===== config.mk =====
export PLATFORM = sky130hd
export DESIGN_NAME = sync_ram
export DESIGN_NICKNAME = d
export VERILOG_FILES = /design/src/rtl/sync_ram.sv
export SDC_FILE = /design/constraint.sdc
export NUM_CORES = 2
export LEC_CHECK = 0
export BUFFER_PORTS_ARGS = -buffer_cell sky130_fd_sc_hd__buf_2
export CAP_MARGIN = 10
export CORE_AREA = 2 2 371 373
export CTS_CLUSTER_SIZE = 12
export DETAILED_ROUTE_END_ITERATION = 16
export DIE_AREA = 0 0 373 375
export HOLD_SLACK_MARGIN = 0.05
export PLACE_DENSITY = 0.76
export SYNTH_ARGS = -nofsm -noshare
export SYNTH_HDL_FRONTEND = slang
export SYNTH_SLANG_ARGS = --single-unit

===== constraint.sdc =====
create_clock -name clk -period 7 [get_ports clk]
set_input_delay 0.7 -clock clk [delete_from_list [all_inputs] [get_ports clk]]
set_output_delay 0.7 -clock clk [all_outputs]
set_load 0.05 [all_outputs]

===== src/rtl/sync_ram.sv =====
// sync_ram: parametrised single-port synchronous RAM with a registered read port,
// a one-cycle valid strobe, selectable read-during-write behaviour and an
// optional reset-triggered clear sequence that zeroes every word.
module sync_ram #(
  parameter int DATA_W         = 8,
  parameter int ADDR_W         = 8,
  parameter bit CLEAR_ON_RESET = 1'b1,
  parameter bit RDW_MODE       = 1'b0
) (
  input  logic              clk,
  input  logic              rst,
  input  logic [ADDR_W-1:0] addr,
  input  logic [DATA_W-1:0] in,
  input  logic              rd_,
  input  logic              wr_,
  output logic [DATA_W-1:0] out,
  output logic              valid,
  output logic              busy
);

  localparam int DEPTH = 1 << ADDR_W;

  typedef enum logic {
    ST_CLEAR = 1'b0,
    ST_IDLE  = 1'b1
  } state_t;

  state_t              state_q, state_d;
  logic [ADDR_W-1:0]   clr_cnt_q, clr_cnt_d;
  logic [DATA_W-1:0]   out_q, out_d;
  logic                valid_q, valid_d;
  logic                busy_q, busy_d;

  logic [DATA_W-1:0]   mem [DEPTH];
  logic                mem_we;
  logic [ADDR_W-1:0]   mem_waddr;
  logic [DATA_W-1:0]   mem_wdata;
  logic [DATA_W-1:0]   rd_word;

  // Current contents at the access address; this is the "old" data for read-first.
  assign rd_word = mem[addr];

  // Next-state, read-data and write-port selection; reset gates off any write.
  always_comb begin
    state_d   = state_q;
    clr_cnt_d = clr_cnt_q;
    out_d     = out_q;
    valid_d   = 1'b0;
    busy_d    = busy_q;
    mem_we    = 1'b0;
    mem_waddr = addr;
    mem_wdata = in;
    if (!rst) begin
      unique case (state_q)
        ST_CLEAR: begin
          // Accesses are locked out; one word is zeroed per edge.
          mem_we    = 1'b1;
          mem_waddr = clr_cnt_q;
          mem_wdata = '0;
          clr_cnt_d = clr_cnt_q + 1'b1;
          if (&clr_cnt_q) begin
            state_d = ST_IDLE;
            busy_d  = 1'b0;
          end
        end
        ST_IDLE: begin
          if (!wr_) begin
            mem_we = 1'b1;
          end
          if (!rd_) begin
            valid_d = 1'b1;
            // Same-edge write: write-first forwards the incoming word.
            if (!wr_ && !RDW_MODE) begin
              out_d = in;
            end else begin
              out_d = rd_word;
            end
          end
        end
        default: begin
          state_d = ST_IDLE;
        end
      endcase
    end
  end

  // Control and read-port registers with synchronous reset.
  always_ff @(posedge clk) begin
    if (rst) begin
      state_q   <= CLEAR_ON_RESET ? ST_CLEAR : ST_IDLE;
      clr_cnt_q <= '0;
      out_q     <= '0;
      valid_q   <= 1'b0;
      busy_q    <= CLEAR_ON_RESET;
    end else begin
      state_q   <= state_d;
      clr_cnt_q <= clr_cnt_d;
      out_q     <= out_d;
      valid_q   <= valid_d;
      busy_q    <= busy_d;
    end
  end

  // Storage array write port, shared by the clear sequencer and normal writes.
  always_ff @(posedge clk) begin
    if (mem_we) begin
      mem[mem_waddr] <= mem_wdata;
    end
  end

  assign out   = out_q;
  assign valid = valid_q;
  assign busy  = busy_q;

endmodule


==> impl_metrics.csv <==
group,metric,value,unit
cts,cts.sink_count,2067,
place,gp_congestion,0.925,
min_path,hold_depth,2,
layout,drive_above_1_share,0.217,
setup_path,critPathMaxFanout,23,
cts,cts_hold_buf,0,
sta,min_period_over_period,0.620,
setup_path,rr_worst_depth,5,
grt,track_usage,0.300,
sta,max-slew-margin-rel,0.0844,
logic_synthesis,yosys_most_used_dff,"edfxtp_1",
logic_synthesis,ys_types,68,
cts,cts_resized,0,
min_path,holdPathEnd,"clr_cnt_q[4]",
routing,vias,41166,
setup_path,r2r-start,"state_q",
grt,grt_pass1_vias,40547,
cts,h-tree-depth,4,
logic_synthesis,ys_seq_area_frac,0.763,
cts,clkLatencyLatePin,0.83,ns
sta,hold_ws,0.215,ns
place,portBuffers,29,
floorplanning,core,136000,um^2
layout,post-route-cell-area,88500,um^2
cts,root_buffer,"clkbuf_16",
routing,avgViaCountPerCell,7.07,
cts,cts_buffers,202,
routing,drc,0,
sta,skew,0.0349,ns
setup_path,cp_slowest_stage_delay,0.84,ns
sta,post-route-min-period,4.34,ns
sta,drv_slew,0,
power,power,24600,uW
power,power_density,278,nW/um^2
setup_path,critPathCaptureType,"register",
routing,finalWirelength,208,mm
sta,rsz0062_at_grt,"no",
setup_path,crit_start,"state_q",
setup_path,worstPathRequired,7.43,ns
logic_synthesis,avgSynthCellArea,21.2,um^2
routing,firstDrtPassIters,8,
setup_path,cp.arrival,4.76,ns
setup_path,startpoint_type,"register",
floorplanning,dieArea,140000,um^2
sta,setup_viol,0,
routing,wl_per_cell,35.7,um
min_path,hold_path_class,"input port to register",
min_path,hold_start,"rst",
floorplanning,start_util,0.595,
logic_synthesis,synth_cells,3833,
sta,fmax,230,MHz
logic_synthesis,ys_warn_count,0,
grt,grt_max_degree,258,
power,ir_worst_vdd,0.000260,V
routing,drt_iter0_drc,6967,
layout,syn_to_final_growth,9.15,%
cts,clockBufferDepth,3,
setup_path,crit_slowest_cell,"nor2_1",
layout,nets,3933,
logic_synthesis,synth_seq_cells,2067,
place,dpl-instance-area,82800,um^2
cts,cts_setup_buffers,0,
grt,gr-total-overflow,0,
setup_path,rrSetupSlack,2.66,ns
sta,hold_viol_final,0,
layout,final_cells,5822,
routing,postRouteAntennaNets,0,
cts,tritoncts,"built",
logic_synthesis,syn_nets,3854,
floorplanning,fp.dieW,373,um
floorplanning,row_count,136,
floorplanning,floorplan.io_pins,30,
logic_synthesis,synth-async-reset-ratio,0,
setup_path,crit_path_cell_trace,"or2_2 -> o31ai_1 -> nand3_1 -> buf_4 -> nor2_1",
outcome,status,"completed",
place,hpwlAfterDp,126,mm
power,p_leak,0.0275,uW
floorplanning,die_y,375,um
setup_path,crit_type,"register to register",
logic_synthesis,synth_edf_count,2048,
cts,clk_pin_slew,0.06,ns
place,placed_cells,5501,
logic_synthesis,syn_area,81100,um^2
setup_path,reg2reg_to,"mem[3][1]",
sta,max_slew.worst_pin.slew,1.34,ns
grt,antenna_found_initial,13,
grt,grt_pass1_wl,297,mm
sta,setup_tns,0,ns
job,maxCapViolCount,0,
==> Yosys cell counts, types with 12 or more instances <==
library cell     n  area share
nand2b_1        16      0.0012
mux4_1          17      0.0055
o22ai_1         33      0.0025
nand3_1         51      0.0031
nor3_1          20      0.0012
mux2i_1        103       0.013
a21oi_1         24      0.0015
and2_1          26      0.0020
o21ai_0         31      0.0019
buf_1           12     0.00056
clkbuf_1        71      0.0033
nor2_1         302       0.014
a31oi_1         18      0.0014
nor2b_1         18      0.0014
buf_2           59      0.0036
nand2_1        131      0.0061
buf_6           36      0.0050
a22oi_1         53      0.0049
mux2_2          14      0.0019
buf_4           36      0.0033
dfxtp_1         19      0.0047
mux4_2         505        0.14
edfxtp_1      2048        0.76
==> cell type report <==
cell class                 count  area [um^2]
sequential                  2067        61900
timing repair buffer         101          870
clock buffer                 263         5280
clock inverter                51          415
inverter                       7         28.8
fill                        8507        47800
tap                         1794         2240
multi-input combinational   1533        17800
antenna                        6         15.0
==> worst max path at each step <==
stage,end,slack (ns),depth (start not counted)
after floorplan,out[7],1.38,6
after global placement,out[2],2.24,9
after detailed placement,out[2],2.27,9
after CTS,mem[2][7],2.83,5
after global routing,mem[2][4],2.52,5
final,mem[3][1],2.66,5
==> power by group <==
part           switching, uW  internal (uW)  leakage [uW]
registers               7.59          13600        0.0188
logic                    851            411       0.00586
clock network           4410           5330       0.00276
total                   5270          19400        0.0275
==> per-layer routing <==
metal | up-vias | global-route usage | wire length (um) | share of wire
li1 | 16090 | - | - | -
met1 | 21285 | 0.419 | 73800 | 0.36
met2 | 3163 | 0.443 | 95200 | 0.46
met3 | 612 | 0.0952 | 28400 | 0.14
met4 | 16 | 0.131 | 10200 | 0.049
met5 | - | 0 | 104 | 0.00050
==> logic make-up after synthesis <==
kind of cell / after synthesis / share of synthesized area
AO/OA/AOI/OAI: 264 / 0.0232
multiplexers: 639 / 0.160
adder cells (fa/ha/maj): 1 / 0.000154
XOR/XNOR: 14 / 0.00151
buffers and inverters: 233 / 0.0183
flip-flops: 2067 / 0.763
AND/OR/NAND/NOR: 615 / 0.0333
==> through the flow <==
step            util  setup WS (ns)
3_3_place_gp   0.607           2.24
5_1_grt        0.649           2.52
4_1_cts        0.649           2.83
3_5_place_dp   0.607           2.27
6_report       0.649           2.66
2_1_floorplan      -           1.38
==> state kept, by name, indices dropped and copies added, names as in the netlist <==
signal	cells
busy	1
clr_cnt_q	8
mem	2048
out	8
state_q	1
valid	1
==> critical path, delay by kind of cell, from the launching register on <==
family          cells  cell delay [ns]
simple gates        3             2.14
flops               1             0.46
buf+inv             1             0.49
compound gates      1             0.83
==> cells in the final DEF, fill, tap and decap left out, types with 7 or more instances in the layout <==
master,count
a2111oi_0,8
a211oi_1,11
a21oi_1,24
a221oi_1,9
a22o_1,7
a22oi_1,53
a31oi_1,18
and2_1,18
and2_4,8
buf_12,12
buf_2,25
buf_4,59
clkbuf_1,61
clkbuf_16,202
clkinv_1,26
clkinv_2,8
dfxtp_1,19
edfxtp_1,2048
inv_6,7
mux2_2,14
mux2i_1,103
mux4_1,17
mux4_2,505
nand2_1,131
nand2b_1,16
nand3_1,49
nand3b_1,11
nand4_1,10
nor2_1,302
nor2b_1,16
nor3_1,20
nor4_1,7
o211ai_1,8
o21ai_0,31
o221ai_1,9
o22ai_1,33
xnor2_1,9
No activity file was read; power rests on OpenSTA's default activity.
